## config.mk

```make
export PLATFORM = sky130hd
export DESIGN_NAME = silife_step_scheduler
export DESIGN_NICKNAME = d
export VERILOG_FILES = /design/src/rtl/silife_step_scheduler.sv
export SDC_FILE = /design/constraint.sdc
export NUM_CORES = 1
export LEC_CHECK = 0
export BUFFER_PORTS_ARGS = -buffer_cell sky130_fd_sc_hd__buf_2
export CORE_MARGIN = 3
export CORE_UTILIZATION = 50
export CTS_BUF_LIST = sky130_fd_sc_hd__clkbuf_16
export DETAILED_ROUTE_END_ITERATION = 16
export PLACE_DENSITY = 0.73
export SKIP_CTS_REPAIR_TIMING = 1
export SYNTH_ARGS = -nofsm -noshare
export SYNTH_HDL_FRONTEND = slang
export SYNTH_SLANG_ARGS = --single-unit
```

## constraint.sdc

```tcl
create_clock -name clk -period 4.2 [get_ports clk]
set_clock_uncertainty 0.2 [all_clocks]
set_input_delay 0.42 -clock clk [delete_from_list [all_inputs] [get_ports clk]]
set_output_delay 0.42 -clock clk [all_outputs]
set_load 0.02 [all_outputs]
```

## src/rtl/silife_step_scheduler.sv

```systemverilog
// Generation step scheduler for the silife matrix: a small Wishbone register block that issues
// single-cycle step pulses, free-running or on command, and holds them off while the cell port is busy.
module silife_step_scheduler #(
  parameter int PERIOD_BITS = 24,
  parameter int GEN_BITS    = 32
) (
  input  logic        clk,
  input  logic        reset,
  input  logic        i_wb_cyc,
  input  logic        i_wb_stb,
  input  logic        i_wb_we,
  input  logic [31:0] i_wb_addr,
  input  logic [31:0] i_wb_data,
  output logic        o_wb_ack,
  output logic [31:0] o_wb_data,
  input  logic        cell_busy,
  output logic        step,
  output logic        running
);

  localparam logic [1:0] ADDR_CTRL   = 2'd0;
  localparam logic [1:0] ADDR_PERIOD = 2'd1;
  localparam logic [1:0] ADDR_GEN    = 2'd2;
  localparam logic [1:0] ADDR_STATUS = 2'd3;

  logic                   run_q, run_d;
  logic [PERIOD_BITS-1:0] period_q, period_d;
  logic [PERIOD_BITS-1:0] cnt_q, cnt_d;
  logic [GEN_BITS-1:0]    gen_q, gen_d;
  logic                   pending_q, pending_d;
  logic                   overrun_q, overrun_d;
  logic                   step_q, step_d;
  logic                   ack_q, ack_d;
  logic [31:0]            rdata_q, rdata_d;

  logic                   accept;
  logic                   wrEn;
  logic                   wrCtrl;
  logic                   wrPeriod;
  logic                   wrStatus;
  logic                   stepOnce;
  logic                   clearGen;
  logic [PERIOD_BITS-1:0] periodLast;
  logic                   tick;
  logic                   request;
  logic                   consume;
  logic                   unusedBits;

  assign accept   = i_wb_cyc && i_wb_stb && !ack_q;
  assign wrEn     = accept && i_wb_we;
  assign wrCtrl   = wrEn && (i_wb_addr[3:2] == ADDR_CTRL);
  assign wrPeriod = wrEn && (i_wb_addr[3:2] == ADDR_PERIOD);
  assign wrStatus = wrEn && (i_wb_addr[3:2] == ADDR_STATUS);
  assign stepOnce = wrCtrl && i_wb_data[1];
  assign clearGen = wrCtrl && i_wb_data[2];

  // A period of zero behaves like a period of one: the counter ticks every cycle.
  assign periodLast = (period_q == '0) ? '0 : period_q - PERIOD_BITS'(1);
  assign tick       = run_q && (cnt_q >= periodLast);
  assign request    = tick || stepOnce;
  // A step already on the wire blocks the next one, so pulses are never adjacent.
  assign consume    = pending_q && !cell_busy && !step_q;

  assign unusedBits = ^{i_wb_addr[31:4], i_wb_addr[1:0], i_wb_data};

  always_comb begin
    run_d     = run_q;
    period_d  = period_q;
    cnt_d     = cnt_q;
    gen_d     = gen_q;
    overrun_d = overrun_q;
    rdata_d   = '0;

    if (wrCtrl) run_d = i_wb_data[0];
    if (wrPeriod) period_d = i_wb_data[PERIOD_BITS-1:0];

    if (wrPeriod || !run_q || tick) cnt_d = '0;
    else cnt_d = cnt_q + PERIOD_BITS'(1);

    pending_d = (pending_q && !consume) || request;
    step_d    = consume;

    if (wrStatus && i_wb_data[2]) overrun_d = 1'b0;
    if (request && pending_q && !consume) overrun_d = 1'b1;

    // Clearing the generation count beats a step issued on the same edge.
    if (clearGen) gen_d = '0;
    else if (consume) gen_d = gen_q + GEN_BITS'(1);

    ack_d = accept;
    if (accept && !i_wb_we) begin
      case (i_wb_addr[3:2])
        ADDR_CTRL:   rdata_d = {31'd0, run_q};
        ADDR_PERIOD: rdata_d = 32'(period_q);
        ADDR_GEN:    rdata_d = 32'(gen_q);
        default:     rdata_d = {29'd0, overrun_q, pending_q, run_q};
      endcase
    end
  end

  always_ff @(posedge clk) begin
    if (reset) begin
      run_q     <= 1'b0;
      period_q  <= PERIOD_BITS'(1);
      cnt_q     <= '0;
      gen_q     <= '0;
      pending_q <= 1'b0;
      overrun_q <= 1'b0;
      step_q    <= 1'b0;
      ack_q     <= 1'b0;
      rdata_q   <= '0;
    end else begin
      run_q     <= run_d;
      period_q  <= period_d;
      cnt_q     <= cnt_d;
      gen_q     <= gen_d;
      pending_q <= pending_d;
      overrun_q <= overrun_d;
      step_q    <= step_d;
      ack_q     <= ack_d;
      rdata_q   <= rdata_d;
    end
  end

  assign o_wb_ack  = ack_q;
  assign o_wb_data = rdata_q;
  assign step      = step_q;
  assign running   = run_q;

endmodule

```

## After elaboration in Yosys (flattened, before gate mapping)

Cells that the tools add are included.

- Add/sub/neg operators: 3
- Magnitude comparators: 1
- Equal/unequal tests: 3
- Muxes and demuxes: 4
- Bitwise gates (word level): 1
- Reductions and logical operators: 32

Operators by type and width:

| kind | count |
|---|---|
| 32-bit one-hot mux with 3 select lines | 1 |
| 32-bit by 1-bit adder with 32-bit output (second input constant) | 1 |
| 24-bit by 1-bit adder with 24-bit output (second input constant) | 1 |
| 24-bit >= comparator | 1 |
| 24-bit zero test | 1 |
| 24-bit 2-to-1 mux | 1 |
| 24-bit by 1-bit subtractor with 24-bit output (second input constant) | 1 |
| 1-bit logical AND | 16 |
| 1-bit zero test | 6 |
| 2-bit OR reduction | 3 |
| 2-bit equality test (second input constant) | 2 |
| 1-bit logical OR | 4 |
| 2-bit by 1-bit equality test with 1-bit output (second input constant) | 1 |
| 2-bit zero test | 1 |
| 1-bit 2-to-1 mux | 2 |
| 2-bit nonzero test | 1 |
| 1-bit NOT | 1 |

- Flip-flop bits (word level): 117
- Input port bits: 70
- Output and inout port bits: 35

## Depth between registers and ports, before layout

- Depth in word-level cells: 9
- Mapped depth: 15
- Depth with buffers taken out: 14

## Least setup slack after synthesis

OpenSTA, ideal clock, no wires.

- Path kind: register -> register
- From: register period_q[15]
- To: register cnt_q[11]
- Setup time: 0.066 ns
- Arrival time: 3.421 ns
- Required time: 3.934 ns
- Path slack: 0.513 ns
- Stages on the path, launching flop included: 16
- Cell sequence: dfxtp_1 or4_4 nor4_4 nand2b_1 or3_1 buf_2 buf_2 nand2_1 ha_1 a21o_1 a31oi_1 o21ai_0 a211o_1 a2111o_1 clkbuf_1 nor2_1

- Word-level cells in the longest chain between the ends: 6
- Elaborated cells on any way between the ends: 7

RTL lines:

| element | RTL line | text |
|---|---|---|
| from (decl) | 27 | `logic [PERIOD_BITS-1:0] period_q, period_d;` |
| from (signal assigned) | 114 | `period_q <= period_d;` |
| 24-bit by 1-bit subtractor with 24-bit output / 24-bit zero test (equally long branches) | 58 | `assign periodLast = (period_q == '0) ? '0 : period_q - PERIOD_BITS'(1);` |
| 24-bit 2-to-1 mux * | 58 |  |
| 24-bit >= comparator * | 59 | `assign tick = run_q && (cnt_q >= periodLast);` |
| 1-bit logical AND * | 59 |  |
| 1-bit logical OR * | 77 | `if (wrPeriod \|\| !run_q \|\| tick) cnt_d = '0;` |
| 2-bit OR reduction (no source line) * | - |  |
| to (signal assigned) | 115 | `cnt_q <= cnt_d;` |
| to (decl) | 28 | `logic [PERIOD_BITS-1:0] cnt_q, cnt_d;` |

Mark *: on every way between the ends. The rest lies on a longest branch, timed or not.
A chain may end at the register's enable or synchronous reset.

## Worst setup path after layout

- From: register period_q[15]
- To: register cnt_q[6]

The elaborated chain is that of the path after synthesis.

==> impl_results.md <==
- Status: completed
- Die Ht: 111 um
- Largest net degree at the start of global routing: 33
- Max Clk Rate: 254 MHz
- Placed Instance Area: 5920 sq um
- Design area: 6520 sq um
- Worst Hold Class: input port to register
- Share of cells above drive strength 1: 0.149
- NetSw: 0.000540 W
- Initial antenna violation count: 0
- Synth Register Bits: 117
- Gpl congestion: 0.867
- IO Port Bufs: 66
- Die area: 12300 sq um
- Final setup margin: 0.264 ns
- Comb power frac: 0.038
- Hold Fails Final Rpt: 0
- Main combinational cell family by area after synthesis: simple AND/OR/NAND/NOR gates
- Initial drt markers: 175
- XOR/XNOR Fraction of Synth Area: 0.101
- Final ANT Viol Nets: 0
- CP required: 4.34 ns
- Max Cap Violations: 0
- Clock buffer depth: 2
- Via count: 4638
- H-tree Lvls: 4
- Dominant synthesized flop cell: dfxtp_1
- Layout Nets: 813
- Post-DR wirelength/cell: 14.3 um
- Synthesized area: 5490 sq um
- IO Pins: 105
- Simple-gate share of the synthesized area: 0.267
- TritonCTS buffer count: 17
- Die X-Extent: 111 um
- Worst Path Max Fanout: 24
- Mapped Avg Cell Area: 8.38 sq um
- Standard-cell rows: 37
- DRC: 0
- Clock network power share: 0.541
- Post-synth EDFFs: 0
- CP Class: register to register
- Yosys warnings: 0
- Post-route clock period utilization: 0.937
- Hpwl dp: 9.15 mm
- Sequential power share: 0.421
- Sink Count: 117
- PD cells: 409 nW/um^2
- Critical Path AT: 4.08 ns
- WHS: 0.0458 ns
- Vias in the first global route: 4378
- Initial Util: 0.522
- Pre-CTS WS: 0.193 ns
- Rel. slew slack: 0.234
- Total power: 0.00267 W
- Sequential area share after synthesis: 0.427
- Post-Synth Adder-Cell Area: 0.0638
- Antenna Cells: 0
- Core Area: 10500 sq um
- Mux contribution to synthesized area: 0.00570
- Pleak: 2.62 nW
- CTS tree: done
- Area Growth Syn to Fin: 18.8%
- Synthesized instance count: 655
- Final Max Slew Viols: 0
- Worst VDD drop: 0.000307 V
- Asr flop ratio synth: 0
- Cell-internal power: 0.00212 W
- Post-layout min period: 3.94 ns
- Setup crit end kind: register
- RSZ-0062 raised after global routing: no
- Gr usage total: 0.206
- Synth unique cells: 44
- Syn Nets: 753
- Root buffer cell: clkbuf_16
- First-pass GRT wire length: 20.7 mm
- Vias per cell: 5.37
- First-pass DRT Iterations: 4
- Switching Share: 0.203
- Final setup violation count: 0
- Clock Pin Slew Worst Setup and Hold Paths: 0.05 ns
- WL final: 12.3 mm
- Setup TNS Final: 0 ns
- Grt total ovfl: 0
- Clock Latency Late Sink: 0.41 ns
- Synth Area in Compound Gates: 0.105
- Worst-Margin Slew: 1.14 ns
- Worst Setup Start Kind: register
power groups by stage:
stage | Combinational [W] | Sequential [W] | Clock (W)
floorplan | 0.0000642 | 0.00114 | 0
global placement | 0.0000964 | 0.00114 | 0
CTS | 0.000100 | 0.00112 | 0.00147
global route | 0.000113 | 0.00112 | 0.00152
finish | 0.000101 | 0.00112 | 0.00144
detailed placement | 0.0000994 | 0.00114 | 0
worst paths after layout:
kind,cells past startpoint,endpoint,start,slack (ns)
worst max register to register,14,cnt_q[6],period_q[15],0.26
worst min register to register,1,cnt_q[0],cnt_q[0],0.27
worst max-delay path,14,cnt_q[6],period_q[15],0.26
worst min-delay path,3,period_q[17],i_wb_data[17],0.05
cells in the mapped netlist, drive strengths merged (6+ instances only):
cell      n  area (sq um)
inv      12          45.0
clkbuf   24          92.6
nor3     12          60.1
buf       8          35.0
xnor2    25           219
nand2   103           387
o21ai    17          85.1
ha       28           350
or3       9          56.3
and4      6          52.6
and3     19           119
dfxtp   117          2340
a21oi    40           200
nand4    19           119
nor4     10          98.8
nor2     91           342
xor2     38           333
nand3    15          75.1
a22oi    24           180
critical path: stages (launching register included):
cell and delay [ns]:
dfxtp_1 0.39, or4_4 0.61, nor4_4 0.16, nand2b_1 0.13, or3_4 0.39, buf_4 0.19
nand2_1 0.07, ha_1 0.24, a21o_1 0.19, a21oi_1 0.14, o22ai_1 0.09, a211o_1 0.27
a2111o_1 0.43, buf_4 0.23, nor2_1 0.13
cells by family after synthesis:
logic type / count (synthesis)
adder cells (fa/ha/maj): 28
flip-flops: 117
AND/OR/NAND/NOR: 305
XOR/XNOR: 63
buffers and inverters: 44
multiplexers: 3
AO/OA/AOI/OAI: 95
state kept, by name, indices dropped and copies added, names as in the netlist:
signal and count:
o_wb_ack 1, pending_q 1, overrun_q 1, gen_q 32, period_q 24, cnt_q 24
step 1, o_wb_data 32, running 1
metal layers:
layer	vias up	track usage	wire length (um)
li1	2385	-	-
met3	24	0.0491	423
met4	0	0.0977	336
met5	-	0	0
met2	72	0.337	6020
met1	2157	0.256	5540
through the flow:
stage	util	cells
6_report	0.621	863
5_1_grt	0.621	863
2_1_floorplan	-	655
3_3_place_gp	0.563	832
3_5_place_dp	0.563	832
4_1_cts	0.620	863
placed cells by master (no fill, tap or decap), types with 3 or more instances in the layout:
cell | netlist | routed
or3_1 | 9 | 8
dfxtp_1 | 117 | 117
ha_1 | 28 | 28
nor2_1 | 91 | 91
inv_1 | 12 | 14
nand2b_1 | 4 | 4
o21ai_0 | 17 | 16
a22oi_1 | 24 | 24
buf_4 | 0 | 7
or4_1 | 3 | 3
a21oi_1 | 40 | 40
nor3_1 | 12 | 12
buf_2 | 4 | 66
nand2_1 | 103 | 103
clkinv_2 | 0 | 3
nand4_1 | 19 | 19
bufinv_16 | 0 | 4
clkbuf_16 | 0 | 17
and4_1 | 6 | 6
nand3_1 | 15 | 15
and2_1 | 3 | 3
nor4_1 | 7 | 6
xor2_1 | 38 | 38
clkinv_1 | 0 | 3
and3_1 | 19 | 19
xnor2_1 | 25 | 25
nor2b_1 | 4 | 3
layout make-up:
cell class / count / area [sq um]
fill: 910 / 3990
multi-input combinational: 494 / 2990
sequential: 117 / 2340
clock buffer: 17 / 425
timing repair buffer: 73 / 383
tap: 136 / 170
clock inverter: 14 / 169
inverter: 12 / 45.0
Power figures use the tool's default switching activity.
